### src/rtl/uart_rx_frame_parser_pkg.sv
// Shared definitions for the UART receive frame parser.
//   HDR_BYTE0/HDR_BYTE1 : frame header bytes (0x55, 0xAA)
//   ERR_*               : values reported on o_err_code
//   state_e             : parser FSM states
package uart_rx_frame_parser_pkg;

  localparam logic [7:0] HDR_BYTE0 = 8'h55;
  localparam logic [7:0] HDR_BYTE1 = 8'hAA;

  localparam logic [1:0] ERR_NONE    = 2'd0;
  localparam logic [1:0] ERR_BAD_LEN = 2'd1;
  localparam logic [1:0] ERR_CHKSUM  = 2'd2;
  localparam logic [1:0] ERR_TIMEOUT = 2'd3;

  typedef enum logic [2:0] {
    ST_IDLE,
    ST_HDR2,
    ST_LEN,
    ST_PAYLOAD,
    ST_CHK,
    ST_DRAIN
  } state_e;

endpackage

### src/rtl/uart_rx_frame_parser_buf.sv
// Payload buffer for the frame parser: one write port, one registered read port.
//   i_clk, i_rst         : clock, asynchronous active-low reset (read register only)
//   i_wr_en/addr/data    : write one payload byte
//   i_rd_en, i_rd_addr   : load the read register from i_rd_addr
//   o_rd_data            : registered read data, holds while i_rd_en is low
module uart_frame_buf #(
  parameter int P_DATA_WIDTH = 8,
  parameter int P_DEPTH      = 16,
  parameter int P_AW         = 4
) (
  input  logic                    i_clk,
  input  logic                    i_rst,
  input  logic                    i_wr_en,
  input  logic [P_AW-1:0]         i_wr_addr,
  input  logic [P_DATA_WIDTH-1:0] i_wr_data,
  input  logic                    i_rd_en,
  input  logic [P_AW-1:0]         i_rd_addr,
  output logic [P_DATA_WIDTH-1:0] o_rd_data
);

  logic [P_DATA_WIDTH-1:0] mem_q [P_DEPTH];
  logic [P_DATA_WIDTH-1:0] rd_data_q;

  always_ff @(posedge i_clk) begin
    if (i_wr_en) begin
      mem_q[i_wr_addr] <= i_wr_data;
    end
  end

  always_ff @(posedge i_clk or negedge i_rst) begin
    if (!i_rst) begin
      rd_data_q <= '0;
    end else if (i_rd_en) begin
      rd_data_q <= mem_q[i_rd_addr];
    end
  end

  assign o_rd_data = rd_data_q;

endmodule

### src/rtl/uart_rx_frame_parser.sv
// Extracts 0x55 0xAA LEN payload CHK frames from the UART receive byte stream.
// Payload is buffered and released over valid/ready only after the checksum
// (8-bit sum of LEN and payload) matches; bad frames are dropped and reported.
//   i_clk, i_rst              : clock, asynchronous active-low reset
//   i_rx_data, i_rx_valid     : received byte, one-cycle valid pulse
//   o_pkt_data/valid/last     : payload stream out, i_pkt_ready accepts
//   o_err_valid, o_err_code   : discard pulse, code held until next error
//   o_drop_pulse              : byte received while draining was discarded
module uart_rx_frame_parser
  import uart_rx_frame_parser_pkg::*;
#(
  parameter int P_DATA_WIDTH     = 8,
  parameter int P_MAX_LEN        = 16,
  parameter int P_TIMEOUT_CYCLES = 10000
) (
  input  logic                    i_clk,
  input  logic                    i_rst,
  input  logic [P_DATA_WIDTH-1:0] i_rx_data,
  input  logic                    i_rx_valid,
  output logic [P_DATA_WIDTH-1:0] o_pkt_data,
  output logic                    o_pkt_valid,
  input  logic                    i_pkt_ready,
  output logic                    o_pkt_last,
  output logic                    o_err_valid,
  output logic [1:0]              o_err_code,
  output logic                    o_drop_pulse
);

  localparam int AW = (P_MAX_LEN > 1) ? $clog2(P_MAX_LEN) : 1;
  localparam int LW = $clog2(P_MAX_LEN + 1);
  localparam int TW = $clog2(P_TIMEOUT_CYCLES + 1);

  state_e                  state_q;
  logic [LW-1:0]           len_q;
  logic [AW-1:0]           wr_ptr_q;
  logic [AW-1:0]           rd_ptr_q;
  logic [P_DATA_WIDTH-1:0] sum_q;
  logic [TW-1:0]           tmo_q;
  logic                    pkt_valid_q;
  logic                    pkt_last_q;
  logic                    err_valid_q;
  logic [1:0]              err_code_q;
  logic                    drop_q;

  logic                    handshake;
  logic                    tmo_run;
  logic                    tmo_expire;
  logic                    len_ok;
  logic                    chk_ok;
  logic                    wr_en;
  logic                    wr_last;
  logic                    rd_en;
  logic [AW-1:0]           rd_addr;
  logic                    rd_next_last;

  assign handshake  = pkt_valid_q & i_pkt_ready;
  assign tmo_run    = (state_q == ST_HDR2) || (state_q == ST_LEN) ||
                      (state_q == ST_PAYLOAD) || (state_q == ST_CHK);
  // A byte in the expiry cycle keeps the frame alive.
  assign tmo_expire = tmo_run && !i_rx_valid &&
                      (tmo_q == TW'(P_TIMEOUT_CYCLES - 1));
  assign len_ok     = (i_rx_data != '0) &&
                      (i_rx_data <= P_DATA_WIDTH'(P_MAX_LEN));
  assign chk_ok     = (i_rx_data == sum_q);
  assign wr_en      = (state_q == ST_PAYLOAD) && i_rx_valid;
  assign wr_last    = (LW'(wr_ptr_q) == (len_q - LW'(1)));
  // True when the byte after the one now presented is the final one.
  assign rd_next_last = ((LW'(rd_ptr_q) + LW'(2)) == len_q);

  // The buffer read is registered, so the address for the next presented
  // byte is issued in the cycle that accepts the current one (or the CHK
  // cycle for byte 0). This gives first valid one cycle after CHK and
  // one byte per cycle while ready stays high.
  always_comb begin
    rd_en   = 1'b0;
    rd_addr = rd_ptr_q;
    if (state_q == ST_CHK && i_rx_valid && chk_ok) begin
      rd_en   = 1'b1;
      rd_addr = '0;
    end else if (state_q == ST_DRAIN && handshake && !pkt_last_q) begin
      rd_en   = 1'b1;
      rd_addr = rd_ptr_q + 1'b1;
    end
  end

  uart_frame_buf #(
    .P_DATA_WIDTH (P_DATA_WIDTH),
    .P_DEPTH      (P_MAX_LEN),
    .P_AW         (AW)
  ) u_buf (
    .i_clk     (i_clk),
    .i_rst     (i_rst),
    .i_wr_en   (wr_en),
    .i_wr_addr (wr_ptr_q),
    .i_wr_data (i_rx_data),
    .i_rd_en   (rd_en),
    .i_rd_addr (rd_addr),
    .o_rd_data (o_pkt_data)
  );

  always_ff @(posedge i_clk or negedge i_rst) begin
    if (!i_rst) begin
      state_q     <= ST_IDLE;
      len_q       <= '0;
      wr_ptr_q    <= '0;
      rd_ptr_q    <= '0;
      sum_q       <= '0;
      tmo_q       <= '0;
      pkt_valid_q <= 1'b0;
      pkt_last_q  <= 1'b0;
      err_valid_q <= 1'b0;
      err_code_q  <= ERR_NONE;
      drop_q      <= 1'b0;
    end else begin
      err_valid_q <= 1'b0;
      drop_q      <= 1'b0;
      tmo_q       <= (tmo_run && !i_rx_valid && !tmo_expire) ? tmo_q + 1'b1 : '0;

      if (tmo_expire) begin
        state_q     <= ST_IDLE;
        err_valid_q <= 1'b1;
        err_code_q  <= ERR_TIMEOUT;
      end else begin
        case (state_q)
          ST_IDLE: begin
            if (i_rx_valid && i_rx_data == HDR_BYTE0) begin
              state_q <= ST_HDR2;
            end
          end
          ST_HDR2: begin
            if (i_rx_valid) begin
              if (i_rx_data == HDR_BYTE1) begin
                state_q <= ST_LEN;
              end else if (i_rx_data != HDR_BYTE0) begin
                state_q <= ST_IDLE;
              end
            end
          end
          ST_LEN: begin
            if (i_rx_valid) begin
              if (len_ok) begin
                len_q    <= LW'(i_rx_data);
                sum_q    <= i_rx_data;
                wr_ptr_q <= '0;
                state_q  <= ST_PAYLOAD;
              end else begin
                err_valid_q <= 1'b1;
                err_code_q  <= ERR_BAD_LEN;
                state_q     <= ST_IDLE;
              end
            end
          end
          ST_PAYLOAD: begin
            if (i_rx_valid) begin
              sum_q    <= sum_q + i_rx_data;
              wr_ptr_q <= wr_ptr_q + 1'b1;
              if (wr_last) begin
                state_q <= ST_CHK;
              end
            end
          end
          ST_CHK: begin
            if (i_rx_valid) begin
              if (chk_ok) begin
                rd_ptr_q    <= '0;
                pkt_valid_q <= 1'b1;
                pkt_last_q  <= (len_q == LW'(1));
                state_q     <= ST_DRAIN;
              end else begin
                err_valid_q <= 1'b1;
                err_code_q  <= ERR_CHKSUM;
                state_q     <= ST_IDLE;
              end
            end
          end
          ST_DRAIN: begin
            if (i_rx_valid) begin
              drop_q <= 1'b1;
            end
            if (handshake) begin
              if (pkt_last_q) begin
                pkt_valid_q <= 1'b0;
                pkt_last_q  <= 1'b0;
                state_q     <= ST_IDLE;
              end else begin
                rd_ptr_q   <= rd_ptr_q + 1'b1;
                pkt_last_q <= rd_next_last;
              end
            end
          end
          default: state_q <= ST_IDLE;
        endcase
      end
    end
  end

  assign o_pkt_valid  = pkt_valid_q;
  assign o_pkt_last   = pkt_last_q;
  assign o_err_valid  = err_valid_q;
  assign o_err_code   = err_code_q;
  assign o_drop_pulse = drop_q;

endmodule

### config.mk
export PLATFORM = sky130hd
export DESIGN_NAME = uart_rx_frame_parser
export DESIGN_NICKNAME = d
export VERILOG_FILES = /design/src/rtl/uart_rx_frame_parser_pkg.sv /design/src/rtl/uart_rx_frame_parser_buf.sv /design/src/rtl/uart_rx_frame_parser.sv
export SDC_FILE = /design/constraint.sdc
export NUM_CORES = 1
export LEC_CHECK = 0
export CAP_MARGIN = 30
export CORE_MARGIN = 2
export CORE_UTILIZATION = 30
export DETAILED_ROUTE_END_ITERATION = 6
export PLACE_DENSITY_LB_ADDON = 0.2
export SLEW_MARGIN = 20
export SYNTH_ARGS = -nofsm -noshare
export SYNTH_HDL_FRONTEND = slang
export SYNTH_HIERARCHICAL = 1
export SYNTH_SLANG_ARGS = --single-unit
export TNS_END_PERCENT = 50
### constraint.sdc
create_clock -name i_clk -period 2.9 [get_ports i_clk]
set_input_delay 0.29 -clock i_clk [delete_from_list [all_inputs] [get_ports i_clk]]
set_output_delay 0.29 -clock i_clk [all_outputs]
set_load 0.005 [all_outputs]
==> results of run 1 <==
power groups by stage:
| stage | Combinational (uW) | Sequential (uW) | Clock (uW) |
|---|---|---|---|
| floorplan | 176 | 2840 | 0 |
| global placement | 311 | 2850 | 0 |
| detailed placement | 317 | 2850 | 0 |
| CTS | 318 | 2790 | 2360 |
| global route | 353 | 2800 | 2460 |
| finish | 317 | 2800 | 2300 |
worst max-delay path, stage by stage:
cell and delay (ns):
clkdlybuf4s50_1 0.47, ha_1 0.40, nor3_1 0.28, nand4_1 0.20, nor2_2 0.11, buf_4 0.16, nor2_4 0.05, buf_12 0.17
buf_4 0.22, mux4_2 0.32, o22ai_1 0.26, a221oi_2 0.09
area by class of cell:
class                           count  area, um^2
Clock inverter                     14       160.2
Timing Repair Buffer               83       730.7
Multi-Input combinational cell    324        2828
Inverter                           13       48.80
Fill cell                        2481       17030
Clock buffer                       18       429.2
Sequential cell                   180        5145
Tap cell                          341       426.7
stage by stage:
step / instances / area [um^2] / TNS [ns]
floorplan: 537 / 8163 / 0
finish: 973 / 9768 / 0
detailed placement: 941 / 9173 / -2.062
CTS: 973 / 9762 / 0
global route: 973 / 9768 / 0
global placement: 941 / 9173 / -2.166
cell usage in the layout (no fill, tap or decap), types with 14 or more instances in the layout:
master | netlist | final
nand3_1 | 14 | 14
nor2_1 | 50 | 47
clkdlybuf4s50_1 | 0 | 24
edfxtp_1 | 128 | 128
nand2_1 | 24 | 24
dfrtp_1 | 52 | 52
xnor2_1 | 14 | 14
o21ai_0 | 14 | 14
clkbuf_16 | 0 | 17
nor3_1 | 17 | 17
mux4_2 | 26 | 26
buf_4 | 1 | 54
xor2_1 | 17 | 17
state kept, by name, indices dropped and copies added, names as in the netlist, 2 cells and up:
signal           count
u_buf/o_rd_data      8
wr_ptr_q             4
u_buf/mem_q        128
sum_q                8
len_q                5
tmo_q               14
state_q              3
o_err_code           2
rd_ptr_q             4
metal layers:
layer,global-route usage [%],up-vias
li1,-,2259
met1,19.99,2453
met2,21.12,93
met3,2.525,14
met4,3.598,0
met5,0,-
kinds of logic (layout without fill, tap and decap cells):
kind of cell / after synthesis / after routing / synth area share (%)
multiplexers: 54 / 54 / 11.97
AND/OR/NAND/NOR: 157 / 157 / 10.09
AO/OA/AOI/OAI: 67 / 67 / 6.484
flip-flops: 180 / 180 / 63.03
adder cells (fa/ha/maj): 14 / 14 / 2.238
buffers and inverters: 33 / 128 / 2.590
XOR/XNOR: 32 / 32 / 3.602
timing repair:
action                                 CTS  global route
setup endpoints to repair                0             4
endpoints found under the hold margin    0             0
gates resized for setup                  0             2
synthesized netlist by cell type, drive strengths merged (4+ instances only):
cell type	n
a21oi	10
a221oi	8
and3	4
buf	18
dfrtp	52
edfxtp	128
ha	13
inv	13
mux2	11
mux2i	11
mux4	32
nand2	25
nand2b	7
nand3	14
nand4	6
nor2	52
nor3	17
nor3b	4
nor4	5
o21ai	15
o22ai	9
or4	5
xnor2	14
xor2	17
how the worst max path moves through the flow:
stage	to	depth (start not counted)	slack, ns	from
after global placement	u_buf/o_rd_data[2]	11	-0.34	i_rx_data[5]
final	u_buf/o_rd_data[3]	12	0.14	i_rx_data[3]
after detailed placement	u_buf/o_rd_data[2]	11	-0.33	i_rx_data[3]
after CTS	u_buf/o_rd_data[2]	10	0.08	sum_q[3]
after global routing	u_buf/o_rd_data[6]	11	0.02	sum_q[3]
after floorplan	u_buf/o_rd_data[2]	11	0.13	state_q[1]
==> impl_metrics.py, run 1 <==
metrics = {
    "status": {
        "outcome": "finished clean",
    },
    "cells_and_area": {
        "fin_util_pct": 36.45,
        "layout-drive-gt1-share_pct": 24.21,
        "antenna-diode-count": 0,
        "final_nets": 645,
        "syn_to_final_growth_pct": 19.67,
    },
    "drt": {
        "vias": 4819,
        "routed_wl_mm": 18.80,
        "wl_per_cell_um": 19.32,
        "antenna_left": 0,
        "avgViaCountPerCell": 4.953,
        "wl_met1_mm": 9.578,
        "wl_met3_um": 560,
        "routed.top_layer": "met4",
        "wl_met2_mm": 8.507,
        "first_pass_iters": 5,
        "drt_iter0_drc": 298,
        "drc": 0,
    },
    "cts": {
        "postCtsHoldBufs": 0,
        "cts_made_buffers": 17,
        "cts_tree": "yes",
        "clkTransAtPathRegs_ns": 0.07,
        "clock-sinks": 180,
        "htreeDepth": 4,
        "clockBufferDepth": 2,
        "post-cts-setup-buffer-count": 0,
        "insertion_delay_ns": 0.43,
        "clock-root-buffer": "clkbuf_16",
    },
    "floorplan": {
        "start_util_pct": 30.46,
        "die_y_um": 169.0,
        "die_w_um": 169.0,
        "ios": 26,
        "rows": 60,
        "die-area_um2": 28540,
        "core-area_um2": 26800,
    },
    "power": {
        "comb_power_share_pct": 5.9,
        "p_per_area_nw_per_um2": 553.9,
        "p_leak_uw": 0.003530,
        "peakVddDrop_v": 0.0002907,
        "seqPwrFrac_pct": 51.7,
        "swShare_pct": 23.88,
        "p_clk_share_pct": 42.5,
        "intPower_uw": 4118,
        "total_power_uw": 5410,
        "switchingPower_uw": 1292,
    },
    "timing": {
        "max_freq_mhz": 362.8,
        "hold_viol_final": 0,
        "hold_slack_ns": 0.01320,
        "period_needed_ns": 2.756,
        "rsz0062_at_grt": "false",
        "maxSlewHeadroom_pct": 48.15,
        "finalCritPeriodShare_pct": 95.05,
        "fin_ws_ns": 0.1437,
        "fin_skew_ns": 0.008895,
        "finalMaxSlewViolations": 0,
        "worst_slew_pin_slew_ns": 0.7778,
        "setup_violations": 0,
    },
    "worst_setup_path": {
        "worst-r2r-setup-slack_ns": 0.15,
        "critPathKind": "primary input to register",
        "arrival_ns": 3.04,
        "cp-end-kind": "register",
        "worstSetupStartpointType": "primary input",
        "rr_endpoint": "u_buf/o_rd_data[3]",
        "cp_max_fo": 17,
        "r2r_start": "sum_q[3]",
        "reg2reg_depth": 11,
        "required_ns": 3.18,
    },
    "yosys": {
        "async_flop_share_pct": 28.89,
        "ys_seq_area_share_pct": 63.03,
        "netlist_instances": 537,
        "avgSynthCellArea_um2": 15.20,
        "synth-edff-count": 128,
        "yosys.area.top_type": "edfxtp_1",
        "synth_area_leaders": "edfxtp_1 47%, dfrtp_1 16%, mux4_2 7.2%",
        "syn_area_um2": 8163,
        "yosysUniqueCellTypes": 65,
        "synth_top_area_share_pct": 47.09,
        "ys_ff_latch": 180,
        "synth_ff_type": "edfxtp_1",
        "syn_nets": 563,
        "ys_warn_count": 6,
    },
    "placed_design": {
        "io_buffers": 25,
        "dp_slack_ns": -0.3261,
        "dp_hpwl_mm": 13.10,
        "gp_congestion": 0.8151,
    },
    "job": {
        "cap_violations": 0,
    },
    "grt": {
        "grt_usage_pct": 13.72,
        "grt_max_degree": 53,
        "grt_pass1_wl_mm": 29.41,
        "grt_overflow": 0,
        "antenna_found_initial": 0,
        "grt_pass1_vias": 4982,
    },
    "min_path": {
        "min_path_type": "primary input to asynchronous set/reset pin",
    },
}
(Power assumes the default switching activity.)
==> run 2, diff against run 1 <==
--- a/config.mk
+++ b/config.mk
@@ -5,7 +5,7 @@
 export SDC_FILE = /design/constraint.sdc
 export NUM_CORES = 1
 export LEC_CHECK = 0
-export CAP_MARGIN = 30
+export CAP_MARGIN = 15
 export CORE_MARGIN = 2
 export CORE_UTILIZATION = 30
 export DETAILED_ROUTE_END_ITERATION = 6
==> results of run 2 <==
Final layout, timing and power as in run 1 (identical DEF).
==> run 3, diff against run 2 <==
==> constraint.sdc (replaced) <==
create_clock -name i_clk -period 2.6 [get_ports i_clk]
set_input_delay 0.26 -clock i_clk [delete_from_list [all_inputs] [get_ports i_clk]]
set_output_delay 0.26 -clock i_clk [all_outputs]
set_load 0.005 [all_outputs]
==> run 3 against run 2 <==
The run now ends with negative hold slack, negative setup slack left. Core utilization grew 1.5 points. Global-route usage grew 1.1 points. Final cell count grew 3.4%. Worst hold slack lost 0.020 ns. Final area grew 4.2%. Die area is the same. Power grew 14%. Worst setup slack lost 0.20 ns. Wire length grew 6.7%.
==> impl_metrics.py, run 3 (synthesis results as in run 1) <==
metrics = {
    "placed_design": {
        "dp_hpwl_mm": 13.55,
        "gp_congestion": 0.7733,
        "io_buffers": 25,
        "dpl_cell_area_um2": 9271,
    },
    "worst_setup_path": {
        "cp_common_cell": "nor2_4",
        "cp_max_fo": 16,
        "worstSetupStartpointType": "register",
        "path_buf_inv": 2,
        "cp_cell_sequence": "ha_4 -> nor4_4 -> nand4_1 -> nor2_4 -> nor2_4 -> buf_12 -> buf_4 -> mux4_2 -> mux2i_1 -> a221oi_2",
        "critPathKind": "register to register",
        "cp-end-kind": "register",
        "arrival_ns": 2.93,
        "path_delay_family": "simple AND/OR/NAND/NOR gates",
        "crit_path_top_delay_cell": "mux4_2",
        "max_stage_delay_ns": 0.47,
        "worst-r2r-setup-slack_ns": -0.05,
        "required_ns": 2.88,
    },
    "cells_and_area": {
        "layout-drive-gt1-share_pct": 30.23,
        "multi_input_area_um2": 2952,
        "fin_util_pct": 37.99,
        "nFillCells": 2499,
        "final_nets": 678,
        "seq_area_um2": 5145,
        "reg_top3": "u_buf/mem_q (128), tmo_q (14)",
        "regMostFlops": "u_buf/mem_q",
        "mostFrequentLayoutCell": "edfxtp_1",
        "antenna-diode-count": 0,
        "largest_register_ffs": 128,
        "syn_to_final_growth_pct": 24.74,
        "final_cell_mix": "128 x edfxtp_1, 81 x buf_4, 52 x dfrtp_1",
        "final_area_um2": 10180,
    },
    "cts": {
        "cts_made_buffers": 17,
        "clkTransAtPathRegs_ns": 0.07,
        "clock-sinks": 180,
        "clock-root-buffer": "clkbuf_16",
        "insertion_delay_ns": 0.42,
        "htreeDepth": 4,
        "cts_tree": "yes",
        "clockBufferDepth": 2,
        "postCtsHoldBufs": 0,
    },
    "drt": {
        "routed.top_layer": "met4",
        "first_pass_iters": 5,
        "drc": 0,
        "wl_met1_mm": 9.406,
        "vias": 4968,
        "wl_met2_mm": 9.911,
        "wl_met3_um": 616,
        "drt_iter0_drc": 301,
        "antenna_left": 0,
        "wl_per_cell_um": 19.94,
        "routed_wl_mm": 20.06,
        "avgViaCountPerCell": 4.938,
    },
    "timing": {
        "setup_violations": 6,
        "setup_tns_ns": -0.1656,
        "fin_ws_ns": -0.05449,
        "worst_slew_pin_slew_ns": 0.7942,
        "max_freq_mhz": 376.7,
        "hold_viol_final": 1,
        "maxSlewHeadroom_pct": 47.05,
        "hold_slack_ns": -0.006558,
        "finalMaxSlewViolations": 0,
        "fin_skew_ns": 0.007774,
        "finalCritPeriodShare_pct": 102.1,
        "period_needed_ns": 2.654,
        "rsz0062_at_grt": "true",
    },
    "grt": {
        "grt_overflow": 0,
        "grt_pass1_vias": 5221,
        "grt_max_degree": 53,
        "grt_usage_pct": 14.80,
        "grt_pass1_wl_mm": 31.24,
        "antenna_found_initial": 0,
    },
    "floorplan": {
        "die_y_um": 169.0,
        "start_util_pct": 30.46,
        "rows": 60,
        "ios": 26,
        "die_w_um": 169.0,
        "core-area_um2": 26800,
        "die-area_um2": 28540,
    },
    "status": {
        "violations": "negative hold slack, negative setup slack",
        "outcome": "finished with violations",
    },
    "power": {
        "p_leak_uw": 0.003708,
        "peakVddDrop_v": 0.0003670,
        "p_per_area_nw_per_um2": 603.4,
    },
    "min_path": {
        "min_path_type": "primary input to asynchronous set/reset pin",
    },
    "job": {
        "cap_violations": 0,
    },
}
## run 3: path summary, 6_finish.rpt
kind | end | startpoint | cells after the start
hold reg to reg | tmo_q[0] | tmo_q[0] | 1
setup / recovery | u_buf/o_rd_data[3] | sum_q[0] | 10
hold / removal | u_buf/o_rd_data[2] | i_rst | 2
max in group asynchronous | tmo_q[11] | i_rst | 2
setup reg to reg | u_buf/o_rd_data[3] | sum_q[0] | 10
min in group i_clk | tmo_q[0] | tmo_q[0] | 1
## run 3: layer usage
layer | vias up | global-route usage [%]
met5 | - | 0
met4 | 0 | 3.148
met3 | 6 | 2.946
li1 | 2325 | -
met1 | 2565 | 20.08
met2 | 72 | 24.71
## run 3: worst reg2reg max path, cell delays in order (launching register included)
cell,delay [ns]
dfrtp_1,0.41
ha_4,0.24
nor4_4,0.31
nand4_1,0.21
nor2_4,0.22
nor2_4,0.06
buf_12,0.17
buf_4,0.15
mux4_2,0.47
mux2i_1,0.19
a221oi_2,0.09
## run 3: metrics by stage
step / worst slack, ns / hold slack (ns) / total power (uW) / cells
floorplan: 0.0008238 / -0.03559 / 3368 / 537
CTS: -0.09384 / 0.01375 / 6198 / 1005
finish: -0.05449 / -0.006558 / 6144 / 1006
detailed placement: -0.8340 / 0.4572 / 3560 / 957
global placement: -0.8189 / 0.4471 / 3549 / 957
global route: -0.1558 / 0.04752 / 6348 / 1006
## run 3: area by class of cell
class / instances / area share, %
clock inverters: 15 / 1.659
well taps: 341 / 4.190
multi-input cells: 324 / 28.99
repair buffers: 116 / 9.978
flip-flops and latches: 180 / 50.53
clock buffers: 17 / 4.178
inverters: 13 / 0.4792
## run 3: repair_timing
item	CTS	global route
setup buffers	15	1
endpoints found under the hold margin	0	0
endpoints found under the setup margin	8	11
pin swaps	5	4
gates resized for setup	18	9
cloned	1	0
## run 3: where the power goes
part	switching (uW)	internal, uW	leakage, uW
clock network	1190	1450	0.000290
registers	20.8	3100	0.00187
logic	248	144	0.00154
total	1450	4690	0.00371
